**config.mk**
```make
export PLATFORM = sky130hd
export DESIGN_NAME = wide_add_seq
export DESIGN_NICKNAME = d
export VERILOG_FILES = /design/src/rtl/wide_add_seq_pkg.sv /design/src/rtl/wide_add_seq_cla16.sv /design/src/rtl/wide_add_seq.sv
export SDC_FILE = /design/constraint.sdc
export NUM_CORES = 1
export LEC_CHECK = 0
export CAP_MARGIN = 25
export CORE_AREA = 2 2 136 171
export DETAILED_ROUTE_END_ITERATION = 8
export DIE_AREA = 0 0 138 173
export DONT_BUFFER_PORTS = 1
export MAX_ROUTING_LAYER = met4
export SYNTH_ARGS = -nofsm -noshare
export SYNTH_HDL_FRONTEND = slang
export SYNTH_HIERARCHICAL = 1
export SYNTH_SLANG_ARGS = --single-unit
```
**constraint.sdc**
```tcl
create_clock -name clk -period 4.85 [get_ports clk]
set_input_delay 0.97 -clock clk [delete_from_list [all_inputs] [get_ports clk]]
set_output_delay 0.97 -clock clk [all_outputs]
set_load 0.03 [all_outputs]
```
**src/rtl/wide_add_seq_pkg.sv**
```systemverilog
// Shared constants and FSM encoding for the time-shared wide adder.
package wide_add_seq_pkg;

    localparam int SLICE_W = 16;

    typedef enum logic [1:0] {
        ST_IDLE = 2'b00,
        ST_RUN  = 2'b01,
        ST_DONE = 2'b10
    } state_t;

endpackage

```
**src/rtl/wide_add_seq_cla16.sv**
```systemverilog
// 16-bit adder: 4-bit groups with group generate/propagate lookahead between groups.
module cla16 (
    input  logic [15:0] A,
    input  logic [15:0] B,
    input  logic        Cin,
    output logic [15:0] S,
    output logic        Cout
);

    logic [15:0] w_g;
    logic [15:0] w_p;
    logic [3:0]  w_gg;
    logic [3:0]  w_gp;
    logic [4:0]  w_gc;
    logic [16:0] w_c;

    always_comb begin
        w_g  = A & B;
        w_p  = A ^ B;
        w_gg = '0;
        w_gp = '0;
        w_gc = '0;
        w_c  = '0;
        for (int k = 0; k < 4; k++) begin
            w_gg[k] = w_g[4*k+3]
                    | (w_p[4*k+3] & w_g[4*k+2])
                    | (w_p[4*k+3] & w_p[4*k+2] & w_g[4*k+1])
                    | (w_p[4*k+3] & w_p[4*k+2] & w_p[4*k+1] & w_g[4*k]);
            w_gp[k] = &w_p[4*k +: 4];
        end
        w_gc[0] = Cin;
        for (int k = 0; k < 4; k++) begin
            w_gc[k+1] = w_gg[k] | (w_gp[k] & w_gc[k]);
        end
        // Group carries come from lookahead; only bits inside a group ripple.
        for (int i = 0; i < 16; i++) begin
            if ((i % 4) == 0) begin
                w_c[i] = w_gc[i/4];
            end else begin
                w_c[i] = w_g[i-1] | (w_p[i-1] & w_c[i-1]);
            end
        end
        w_c[16] = w_gc[4];
        S       = w_p ^ w_c[15:0];
        Cout    = w_c[16];
    end

endmodule

```
**src/rtl/wide_add_seq.sv**
```systemverilog
// WORDS*16-bit add/subtract sequenced LS slice first through one cla16.
// Handshake: start is taken only on a cycle with ready=1 (IDLE); otherwise it is dropped.
module wide_add_seq
    import wide_add_seq_pkg::*;
#(
    parameter  int WORDS = 4,
    localparam int W     = SLICE_W * WORDS
) (
    input  logic         clk,
    input  logic         rst,
    input  logic         start,
    input  logic         sub,
    input  logic [W-1:0] A,
    input  logic [W-1:0] B,
    output logic         ready,
    output logic         done,
    output logic [W-1:0] S,
    output logic         Cout,
    output logic         Ofl,
    output state_t       dbg_state
);

    localparam int IDX_W = $clog2(WORDS);
    localparam logic [IDX_W-1:0] LAST_IDX = IDX_W'(WORDS - 1);

    state_t             r_state;
    logic [IDX_W-1:0]   r_idx;
    logic               r_carry;
    logic [W-1:0]       r_op_a;
    logic [W-1:0]       r_op_b;
    logic [W-1:0]       r_s;
    logic               r_cout;
    logic               r_ofl;

    logic [IDX_W+3:0]   w_base;
    logic [15:0]        w_sum;
    logic               w_cout;

    assign w_base = {r_idx, 4'b0000};

    cla16 u_cla16 (
        .A    (r_op_a[w_base +: SLICE_W]),
        .B    (r_op_b[w_base +: SLICE_W]),
        .Cin  (r_carry),
        .S    (w_sum),
        .Cout (w_cout)
    );

    always_ff @(posedge clk) begin
        if (rst) begin
            r_state <= ST_IDLE;
            r_idx   <= '0;
            r_carry <= 1'b0;
            r_op_a  <= '0;
            r_op_b  <= '0;
            r_s     <= '0;
            r_cout  <= 1'b0;
            r_ofl   <= 1'b0;
        end else begin
            case (r_state)
                ST_IDLE: begin
                    if (start) begin
                        r_op_a  <= A;
                        r_op_b  <= sub ? ~B : B;
                        r_carry <= sub;
                        r_idx   <= '0;
                        r_s     <= '0;
                        r_state <= ST_RUN;
                    end
                end
                ST_RUN: begin
                    r_s[w_base +: SLICE_W] <= w_sum;
                    r_carry                <= w_cout;
                    if (r_idx == LAST_IDX) begin
                        // Effective B MSB makes this valid for both add and subtract.
                        r_cout  <= w_cout;
                        r_ofl   <= (r_op_a[W-1] == r_op_b[W-1]) && (w_sum[15] != r_op_a[W-1]);
                        r_idx   <= '0;
                        r_state <= ST_DONE;
                    end else begin
                        r_idx <= r_idx + 1'b1;
                    end
                end
                ST_DONE: begin
                    r_state <= ST_IDLE;
                end
                default: begin
                    r_state <= ST_IDLE;
                end
            endcase
        end
    end

    assign ready     = (r_state == ST_IDLE);
    assign done      = (r_state == ST_DONE);
    assign S         = r_s;
    assign Cout      = r_cout;
    assign Ofl       = r_ofl;
    assign dbg_state = r_state;

endmodule
```
# [Word-level counts from Yosys, hierarchy flattened]
# Cells that the tools add are included.
# Widths: inputs -> output; s select.
[word_totals] reg_bits=199 in_bits=132
[op_classes] add_sub_neg=2 eq_ne=7 n_shift=4 muxes=12 bitwise_logic=68 n_reduce_logical=11
[ops] cell="$mux 64" count=2
[ops] cell="$pmux 64 s2" count=1
[ops] cell="$shiftx 64x7->16" count=2
[ops] cell="$bwmux 64" count=1
[ops] cell="$not 64->64" count=1
[ops] cell="$shift 16x8->64 const A" count=1
[ops] cell="$shiftx 16x8->64" count=1
[ops] cell="$and 1x1->1" count=36
[ops] cell="$xor 16x16->16" count=2
[ops] cell="$or 1x1->1" count=28
[ops] cell="$and 16x16->16" count=1
[ops] cell="$reduce_and 4->1" count=4
[ops] cell="$mux 2" count=4
[ops] cell="$neg 6->8" count=1
[ops] cell="$pmux 2 s2" count=2
[ops] cell="$reduce_and 2->1" count=4
[ops] cell="$eq 2x2->1 const B" count=2
[ops] cell="$ne 2x2->1 const B" count=2
[ops] cell="$add 2x1->2 const B" count=1
[ops] cell="$eq 2x1->1 const B" count=1
[ops] cell="$logic_not 2->1" count=1
[ops] cell="$pmux 1 s2" count=1
[ops] cell="$reduce_bool 2->1" count=1
[ops] cell="$eq 1x1->1" count=1
[ops] cell="other kinds (3)" count=3

# [Depth between registers and ports, before layout]
# Gate-level depths: netlist of run 1.
[depth] depth_word=21 depth_mapped=16

# [By module]
# Netlist of run 1, hierarchy kept.
[by_module_without_submodules] mod="wide_add_seq" instances=1 cells_each=816 area_per_inst_um2=8257.9 seq_area_each_um2=3983.8
[by_module_without_submodules] mod="cla16" instances=1 cells_each=72 area_per_inst_um2=693.2 seq_area_each_um2=0.0

# [Worst setup path before layout of run 1]
# OpenSTA, ideal clock, no wires.
[synth_path] kind="register -> register" startpoint="register r_idx[1]" endpoint="register r_ofl, in the netlist Ofl" setup_time_ns=0.095 arrival_ns=3.861 path_slack_ns=0.894 stages_incl_launch_ff=16 path_buffers=3 path_cell_list="dfxtp_1 buf_2 buf_2 buf_2 mux4_2 ha_1 a21oi_1 nor2_1 o31ai_2 nand3_2 fa_1 fa_1 fa_1 xor2_1 a21oi_1 a221oi_1"
[synth_between] elab_chain_cells=20
[synth_lines] item="start: declaration" line="wide_add_seq.sv:27" source="logic [IDX_W-1:0] r_idx;"
[synth_lines] item="start signal: assignment" line="wide_add_seq.sv:81" source="r_idx <= r_idx + 1'b1;"
[synth_lines] item="$shiftx 64x7->16, on equally long branches" line="wide_add_seq.sv:42, wide_add_seq.sv:43"
[synth_lines] item="$xor 16x16->16 or $and 16x16->16 (tied branches)" line="wide_add_seq_cla16.sv:19, wide_add_seq_cla16.sv:18"
[synth_lines] item="$and 1x1->1, on equally long branches" line="wide_add_seq_cla16.sv:26, wide_add_seq_cla16.sv:27, wide_add_seq_cla16.sv:28"
[synth_lines] item="$or 1x1->1 (tied with other cells)" line="wide_add_seq_cla16.sv:26" source="| (w_p[4*k+3] & w_g[4*k+2])"
[synth_lines] item="$or 1x1->1 or $and 1x1->1 (tied branches)" line="wide_add_seq_cla16.sv:27, wide_add_seq_cla16.sv:28"
[synth_lines] item="$or 1x1->1" line="wide_add_seq_cla16.sv:28" source="| (w_p[4*k+3] & w_p[4*k+2] & w_p[4*k+1] & w_g[4*k]);"
[synth_lines] item="$or 1x1->1" line="wide_add_seq_cla16.sv:33" source="w_gc[k+1] = w_gg[k] | (w_gp[k] & w_gc[k]);"
[synth_lines] item="$and 1x1->1" line="wide_add_seq_cla16.sv:33"
[synth_lines] item="[... 5 more ...]"
[synth_lines] item="$and 1x1->1" line="wide_add_seq_cla16.sv:40" source="w_c[i] = w_g[i-1] | (w_p[i-1] & w_c[i-1]);"
[synth_lines] item="$or 1x1->1" line="wide_add_seq_cla16.sv:40"
[synth_lines] item="$and 1x1->1" line="wide_add_seq_cla16.sv:40"
[synth_lines] item="$or 1x1->1" line="wide_add_seq_cla16.sv:40"
[synth_lines] item="$xor 16x16->16 (*)" line="wide_add_seq_cla16.sv:44" source="S = w_p ^ w_c[15:0];"
[synth_lines] item="net w_sum[15]" line="wide_add_seq.sv:36" source="logic [15:0] w_sum;"
[synth_lines] item="$ne 1x1->1 (*)" line="wide_add_seq.sv:77" source="r_ofl <= (r_op_a[W-1] == r_op_b[W-1]) && (w_sum[15] != r_op_a[W-1]);"
[synth_lines] item="$logic_and 1x1->1 (*)" line="wide_add_seq.sv:77"
[synth_lines] item="end signal: assignment" line="wide_add_seq.sv:77"
[synth_lines] item="end: declaration" line="wide_add_seq.sv:33" source="logic r_ofl;"
# The timed path passes the listed nets; every way through them passes the cells marked *.
# A chain may end at the register's enable or synchronous reset.

# [Worst setup path in the final report of run 1]
[layout_path] startpoint="register r_idx[0]" endpoint="register r_ofl, in the netlist Ofl"
# The elaborated chain is that of the path after synthesis.

==> results of run 1 <==
[cells in the final DEF, fill, tap and decap left out, types with 3 or more instances in the layout]
master / instances
a21oi_4: 4
a21oi_1: 71
xnor2_1: 66
nor2_1: 74
nand2_1: 146
a211oi_1: 66
mux4_2: 32
buf_12: 4
clkbuf_16: 17
ha_1: 22
nor2b_1: 3
clkinv_8: 4
inv_1: 19
fa_1: 12
o2bb2ai_1: 48
a32o_1: 16
inv_6: 6
mux2_2: 3
buf_4: 5
dfxtp_1: 197
[per-stage QoR]
stage / area [um2] / utilization [%] / power [W] / std cells / hold WS [ns]
2_1_floorplan: 8950 / - / 0.00219 / 888 / 0.433
3_3_place_gp: 9010 / 40.7 / 0.00228 / 1108 / 0.437
3_5_place_dp: 9010 / 40.7 / 0.00228 / 1108 / 0.440
4_1_cts: 9620 / 43.5 / 0.00372 / 1140 / 0.451
5_1_grt: 9620 / 43.5 / 0.00384 / 1140 / 0.473
6_report: 9620 / 43.5 / 0.00368 / 1140 / 0.455
[synthesized netlist by cell type, types with 2 or more instances]
cell,number
dfxtp_1,199
buf_6,7
inv_2,2
clkbuf_1,10
nand4_1,2
a32o_1,16
a21oi_1,71
buf_4,10
nand2_1,146
buf_2,45
a211oi_1,66
o21bai_1,2
or3b_1,2
a32oi_1,2
a221oi_1,2
ha_1,22
mux2_2,3
inv_1,19
nor3b_2,2
and4_1,2
xor2_1,2
nand3b_1,2
a21oi_4,4
nor3_1,2
nor2_1,74
xnor2_1,66
o2bb2ai_1,48
nor2b_1,3
fa_1,12
nand4b_1,2
mux4_2,32
mux2i_1,2
[worst max-delay path: cells and delay by family (launching register included)]
| kind | cells | cell delay [ns] |
|---|---|---|
| adder cells (fa/ha/maj) | 4 | 1.48 |
| multiplexers | 1 | 0.54 |
| AND/OR/NAND/NOR | 2 | 0.19 |
| AO/OA/AOI/OAI | 4 | 0.78 |
| flip-flops | 1 | 0.73 |
| XOR/XNOR | 1 | 0.29 |
| buffers and inverters | 1 | 0.24 |
[worst min-delay path by stage]
stage | startpoint | to | slack [ns] | depth (start not counted)
detailed placement | r_op_a[37] | r_op_a[37] | 0.44 | 2
finish | r_op_a[12] | r_op_a[12] | 0.46 | 2
global placement | r_op_a[55] | r_op_a[55] | 0.44 | 2
CTS | r_op_a[37] | r_op_a[37] | 0.45 | 2
floorplan | r_op_a[25] | r_op_a[25] | 0.43 | 2
global route | r_op_a[47] | r_op_a[47] | 0.47 | 2
[flip-flops by register name (all words and copies together), names as in the netlist]
register   cells
Cout           1
r_idx          2
r_carry        1
Ofl            1
dbg_state      2
S             64
r_op_a        64
r_op_b        64
[final cells by class]
class	count	area [um2]	share of cell area, %
flip-flops and latches	199	3990	41.4
clock inverters	15	184	1.91
clock buffers	17	425	4.42
well taps	283	354	3.68
inverters	21	78.8	0.819
multi-input cells	596	4480	46.5
repair buffers	9	118	1.22
[logic make-up (layout without fill, tap and decap cells)]
group                      Yosys count  count (layout)
and+or+nand+nor                    241             241
AOI/OAI and AO/OA                  215             215
DFF                                199             199
buffers and inverters               93              62
xor gates and xnor gates            68              68
muxes                               38              38
adders and majority gates           34              34
[report_power, final]
group / total (W) / internal (W) / switching (W) / leakage [nW]
Clock: 0.00144 / 0.000743 / 0.000699 / 0.299
Sequential: 0.00179 / 0.00172 / 0.0000762 / 1.63
Combinational: 0.000449 / 0.000196 / 0.000253 / 1.45
[metal layers]
metal,share of wire (%),up-vias
li1,-,3048
met1,44,2881
met2,48,176
met3,6.0,29
met4,2.0,0
met5,0,-
==> out/results.ini, run 1 <==
[sta]
slew_viol_final=0
fin_tns_setup_ns=0
worst_pin_slew_ns=0.995
fmax_mhz=230
finalSetupViolations=0
fin_skew_ns=0.0165
hold_viol_final=0
rsz0062_at_grt=no
slew_headroom_pct=33.6
period_share_pct=89.8
final.setup.worst_slack_ns=0.495
post-route-min-period_ns=4.35

[min_path]
min_path_type=flip-flop to flip-flop

[cts]
post-cts-setup-buffers=0
cts_tree=done
h-tree-depth=4
hold_buffers=0
clockRootBuffer=clkbuf_16
cts_resized=0
cts_buffers=17
clkLatencyLatePin_ns=0.44
clockBufferDepth=2
clock-sinks=199
cts.reportedPaths.clkPinSlew_ns=0.08

[final_layout]
diodes=0
drive_gt1_share_pct=10.7
final_nets=1010
synthToLayoutAreaGrowth_pct=7.52
fillers=2176

[route]
drt_wl_total_um=22500
drt-pass1-iter-count=5
detail-route-antenna-nets=0
drtIter0Drc=496
vias=6134
drc_errors=0
vias_per_cell=5.38
wl_per_cell_um=19.7

[worst_setup_path]
crit_path_max_incr_delay_ns=0.73
r2r_cells=13
crit_top_cell=fa_1
cp.required_ns=5.20
endpoint=Ofl
startpoint_type=flip-flop
crit_path_end_kind=flip-flop
crit_chain=buf_12, mux4_2, ha_1, a21oi_1, nor2_1, a211oi_1, nand3_2, fa_1, fa_1, fa_1, xor2_1, a21oi_1, a221oi_1
startpoint=r_idx[0]
cp_slowest_cell=dfxtp_2
r2r-start=r_idx[0]
arrival_ns=4.70
cp_max_fo=18
criticalPathCategory=flip-flop to flip-flop
r2r-end=Ofl
ff2ff_setup_slack_ns=0.50

[yosys]
ys_top_cells_by_area=dfxtp_1 45%, mux4_2 8.1%, xnor2_1 6.5%, nand2_1 6.1%, a211oi_1 5.5%
yosys.area_share.adder_pct=5.76
synth_top_family_by_area=compound AO/OA/AOI/OAI gates
ys_ff_latch=199
synth_area_leader_cell=dfxtp_1
yosysUniqueCellTypes=41
ys_seq_area_share_pct=44.5
synth_edf_count=0
synthCells=888
synth_xor_area_share_pct=6.65
synth_compound_area_share_pct=17.7
synth_mux_area_share_pct=8.82
postSynth.asyncResetShare_pct=0
yosys.area_share.simple_pct=11.0
ys.flop_type=dfxtp_1
yosysWarnings=6
syn-mean-instance-area_um2=10.1
synth_top_area_share_pct=44.5
syn_nets=1054
netlist_area_mm2=0.00895

[grt]
grt_pass1_vias=5848
grt_use_met3_pct=5.65
gr-total-overflow=0
grt_pass1_wl_um=34600
grt_max_degree=141
gr-usage-met2_pct=29.9
gr-usage-met1_pct=23.9
grt_usage_pct=19.1
antenna_found_initial=0
top_usage_layer=met2

[die]
die_h_um=173
placementRows=61
start_util_pct=40.4
core_mm2=0.0221
dieArea_mm2=0.0239
io_pins=202
die-width_um=138

[placement]
place_hpwl_um=16500
io_buffers=0
dp_slack_ns=0.481
place_congestion=0.819

[power]
ir_worst_vdd_uv=257
pwr_density_cell_mw_per_mm2=383
power.leakage_nw=3.38

[status]
status=completed

[run]
drv_cap=0

Note: power is estimated with default switching activity, not from simulation.
==> inputs of run 2 (changes only) <==
==> constraint.sdc (replaced) <==
create_clock -name clk -period 4.85 [get_ports clk]
set_input_delay 0 -clock clk [delete_from_list [all_inputs] [get_ports clk]]
set_output_delay 0 -clock clk [all_outputs]
set_load 0.005 [all_outputs]
==> run 2 against run 1 <==
Non-clock buffer count is 152 higher. Worst hold slack worse by 0.45 ns. Sequential cell count stayed put. Core utilization is 7.0 points higher. Sequential power hardly changed. Critical path depth stayed put. Register-to-register slack worse by 0.10 ns. Sequential share of layout area is 5.7 points lower. Count of clock-buffer cells in the layout stayed put. Final cell count is 13% higher. Largest power group unchanged.
==> out/results.ini, run 2 (synthesized netlist as in run 1, its figures left out) <==
[status]
status=completed

[sta]
fin_tns_setup_ns=0
fmax_mhz=224
rsz0062_at_grt=no
slew_viol_final=0
fin_skew_ns=0.0164
finalSetupViolations=0
period_share_pct=91.9
hold_viol_final=0
post-route-min-period_ns=4.46
worst_pin_slew_ns=0.924
slew_headroom_pct=38.2

[placement]
place_congestion=0.813
io_buffers=0
place_hpwl_um=16300

[grt]
grt_pass1_wl_um=38800
grt_pass1_vias=6941
grt_max_degree=193
gr-total-overflow=0
grt_usage_pct=21.1
antenna_found_initial=1

[route]
detail-route-antenna-nets=0
highest_layer=met4
wl_met3_um=1240
drc_errors=0
drtIter0Drc=520
drt_wl_total_um=25000
m1WireLength_um=10900
wl_per_cell_um=19.3
vias_per_cell=5.34
dr_wl_met2_um=11900
drt-pass1-iter-count=4
vias=6911

[worst_setup_path]
cp_max_fo=18
crit_path_end_kind=flip-flop
cp.required_ns=5.19
ff2ff_setup_slack_ns=0.39
criticalPathCategory=flip-flop to flip-flop
arrival_ns=4.80
startpoint_type=flip-flop

[cts]
clkLatencyLatePin_ns=0.44
cts_buffers=17
cts.reportedPaths.clkPinSlew_ns=0.07
clockRootBuffer=clkbuf_16
clockBufferDepth=2
hold_buffers=154
cts_tree=done
h-tree-depth=4
post-cts-setup-buffers=0
clock-sinks=199
cts_resized=0

[die]
placementRows=61
core_mm2=0.0221
die_h_um=173
io_pins=202
dieArea_mm2=0.0239
die-width_um=138
start_util_pct=40.4

[final_layout]
final_nets=1162
drive_gt1_share_pct=9.12
synthToLayoutAreaGrowth_pct=24.8
final_common_cell=dfxtp_1
final_cell_mix=197 x dfxtp_1, 152 x dlygate4sd3_1, 146 x nand2_1

[power]
p_switching_w=0.00108
power_w=0.00383
power.leakage_nw=4.02
swShare_pct=28.3
pwr_density_cell_mw_per_mm2=343
clkPwrFrac_pct=37.8
p_int_w=0.00275
ir_worst_vdd_uv=288
combPwrFrac_pct=15.7
pwr-share-seq_pct=46.5

[run]
drv_cap=0

[min_path]
min_path_type=input port to flip-flop

==> run 2: cell count changes in the layout (fill, tap and decap cells not counted) <==
cell,delta
buf_12,-1
buf_16,+2
buf_4,-1
clkinv_4,+1
clkinvlp_4,+1
diode_2,+1
dlygate4sd3_1,+152
inv_6,-2
==> run 2: final cells by class <==
class                           count  area, um2
Antenna cell                        1       2.50
Clock buffer                       17        425
Clock inverter                     15        183
Fill cell                        1986      11000
Inverter                           21       78.8
Multi-Input combinational cell    596       4480
Sequential cell                   199       3990
Tap cell                          283        354
Timing Repair Buffer              161       1670
==> run 2: layer usage <==
layer / vias up / global-route usage (%)
met1: 3278 / 25.5
met5: - / -
li1: 3367 / -
met2: 208 / 33.2
met3: 58 / 5.34
met4: 0 / 9.99
==> run 2: path summary, 6_finish.rpt <==
kind / depth (start not counted) / endpoint / from
max: 13 / Ofl / r_idx[0]
min: 2 / r_idx[1] / rst
max reg2reg: 13 / Ofl / r_idx[0]
min reg2reg: 2 / r_op_a[60] / r_op_a[60]
==> run 2: worst max-delay path, stage by stage, from the launching register on <==
cell and delay [ns]:
dfxtp_2 0.75, buf_12 0.24, mux4_2 0.56, ha_1 0.31, a21oi_1 0.13, nor2_1 0.05
a211oi_1 0.26, nand3_2 0.15, fa_1 0.40, fa_1 0.39, fa_1 0.38, xor2_1 0.33
a21oi_1 0.11, a221oi_1 0.29
==> run 2: power groups by stage <==
stage	Sequential, W	Clock, W	Combinational, W
after global routing	0.00179	0.00154	0.000654
after detailed placement	0.00182	0	0.000449
after CTS	0.00178	0.00148	0.000597
after floorplan	0.00179	0	0.000388
final	0.00178	0.00145	0.000601
after global placement	0.00182	0	0.000442
==> run 2: stage by stage <==
stage	cells	util (%)	instance area (um2)	worst slack [ns]	hold slack, ns
floorplan	888	-	8950	0.894	0.136
detailed placement	1106	40.6	8990	0.404	0.102
finish	1293	50.5	11200	0.394	0.00566
global placement	1106	40.6	8990	0.508	0.104
CTS	1292	50.5	11200	0.370	0.0143
global route	1293	50.5	11200	0.197	0.0557
==> inputs of run 3 (changes only) <==
==> constraint.sdc (replaced) <==
create_clock -name clk -period 4.85 [get_ports clk]
set_input_delay 0.485 -clock clk [delete_from_list [all_inputs] [get_ports clk]]
set_output_delay 0.485 -clock clk [all_outputs]
set_load 0.005 [all_outputs]
==> run 3 against run 2 <==
First-iteration DRC count is 11% lower. Non-clock buffer count is 154 lower. Global-route usage is 1.9 points lower. Via count is 11% lower. Sequential share of layout area is 5.9 points higher. Critical path depth stayed put. Critical path type unchanged. Critical endpoint unchanged. Largest cell class unchanged.
==> out/results.ini, run 3 (synthesized netlist as in run 1, its figures left out) <==
[route]
drt_wl_total_um=22600
detail-route-antenna-nets=0
wl_per_cell_um=19.9
drt-pass1-iter-count=4
vias=6174
vias_per_cell=5.43
drtIter0Drc=464
drc_errors=0

[sta]
slew_headroom_pct=38.0
fmax_mhz=225
slew_viol_final=0
post-route-min-period_ns=4.44
fin_tns_setup_ns=0
period_share_pct=91.6
fin_skew_ns=0.0150
final.setup.worst_slack_ns=0.409
hold_viol_final=0
rsz0062_at_grt=no
worst_pin_slew_ns=0.927
finalSetupViolations=0

[worst_setup_path]
crit_top_cell=fa_1
cp_slowest_cell=dfxtp_2
crit_path_max_incr_delay_ns=0.75
crit_chain=buf_12, mux4_2, ha_1, a21oi_1, nor2_1, a211oi_1, nand3_2, fa_1, fa_1, fa_1, xor2_1, a21oi_1, a221oi_1
ff2ff_setup_slack_ns=0.41
startpoint_type=flip-flop
crit_family=adder cells
r2r-start=r_idx[0]
criticalPathCategory=flip-flop to flip-flop
cp_max_fo=18
arrival_ns=4.78
r2r_cells=13
crit_path_end_kind=flip-flop
cp.required_ns=5.19
r2r-end=Ofl
crit_buf_inv=1

[cts]
clockBufferDepth=2
h-tree-depth=4
post-cts-setup-buffers=0
clkLatencyLatePin_ns=0.44
clockRootBuffer=clkbuf_16
hold_buffers=0
clock-sinks=199
cts_resized=0
cts_buffers=17
cts_tree=done
cts.reportedPaths.clkPinSlew_ns=0.07

[min_path]
min_path_cells=1
worstHoldEndpoint=dbg_state[0]
min-delay-start=rst
min_path_type=input port to flip-flop

[power]
power.leakage_nw=3.36
p_int_w=0.00265
swShare_pct=27.6
pwr-share-seq_pct=48.6
combPwrFrac_pct=12.1
power_w=0.00366
pwr_density_cell_mw_per_mm2=382
ir_worst_vdd_uv=281
clkPwrFrac_pct=39.3
p_switching_w=0.00101

[grt]
grt_pass1_vias=5994
grt_usage_pct=19.2
grt_max_degree=193
grt_pass1_wl_um=35000
gr-total-overflow=0
antenna_found_initial=0

[die]
die_h_um=173
dieArea_mm2=0.0239
placementRows=61
core_mm2=0.0221
io_pins=202
die-width_um=138
start_util_pct=40.4

[final_layout]
final-instance-count-excl-fill=1138
final_nets=1008
final_common_cell=dfxtp_1
synthToLayoutAreaGrowth_pct=7.20
final_cell_mix=197 x dfxtp_1, 146 x nand2_1, 74 x nor2_1
drive_gt1_share_pct=10.5
fillers=2133
diodes=0

[status]
status=completed

[placement]
dp_slack_ns=0.404
io_buffers=0
place_hpwl_um=16300
place_congestion=0.813
dp.cells=1106

[run]
drv_cap=0

[run 3: cell types whose count changed in the layout (fill, tap and decap cells not counted)]
cell           previous run  this run
buf_16                    2         0
dlygate4sd3_1           152         0
diode_2                   1         0
[run 3: worst max-delay path by stage]
stage / start / slack [ns] / cells after the start / end
floorplan: r_idx[1] / 0.89 / 15 / Ofl
global placement: r_idx[0] / 0.51 / 13 / Ofl
detailed placement: r_idx[0] / 0.40 / 13 / Ofl
CTS: r_idx[0] / 0.37 / 13 / Ofl
global route: r_idx[0] / 0.20 / 13 / Ofl
finish: r_idx[0] / 0.41 / 13 / Ofl
[run 3: stage by stage]
stage	cell area (um2)	utilization [%]	hold slack, ns
final	9600	43.4	0.152
after global routing	9600	43.4	0.119
after CTS	9600	43.4	0.122
after detailed placement	8990	40.6	0.441
after global placement	8990	40.6	0.437
after floorplan	8950	-	0.433
[run 3: cell type report]
type | count | area (um2) | area share (%)
Timing Repair Buffer | 7 | 90.1 | 0.939
Inverter | 21 | 78.8 | 0.821
Clock buffer | 17 | 425 | 4.43
Clock inverter | 15 | 183 | 1.90
Tap cell | 283 | 354 | 3.69
Sequential cell | 199 | 3990 | 41.5
Multi-Input combinational cell | 596 | 4480 | 46.7
[run 3: power by group through the flow]
stage | Clock [W] | Combinational [W] | Sequential (W)
3_3_place_gp | 0 | 0.000442 | 0.00182
4_1_cts | 0.00148 | 0.000450 | 0.00178
3_5_place_dp | 0 | 0.000449 | 0.00182
6_report | 0.00144 | 0.000445 | 0.00178
2_1_floorplan | 0 | 0.000388 | 0.00179
5_1_grt | 0.00154 | 0.000492 | 0.00179
[run 3: worst reg2reg max path, cell delays in order (launching register included)]
cell and delay, ns:
dfxtp_2 0.75, buf_12 0.25, mux4_2 0.56, ha_1 0.31, a21oi_1 0.13, nor2_1 0.05, a211oi_1 0.26, nand3_2 0.15
fa_1 0.40, fa_1 0.39, fa_1 0.38, xor2_1 0.32, a21oi_1 0.11, a221oi_1 0.29
[run 3: routing by layer]
metal,global-route usage [%],vias up,share of wire (%)
met5,-,-,0
met4,5.14,0,1.4
met3,5.65,23,6.6
met2,30.4,176,48
met1,24.1,2922,44
li1,-,3053,-
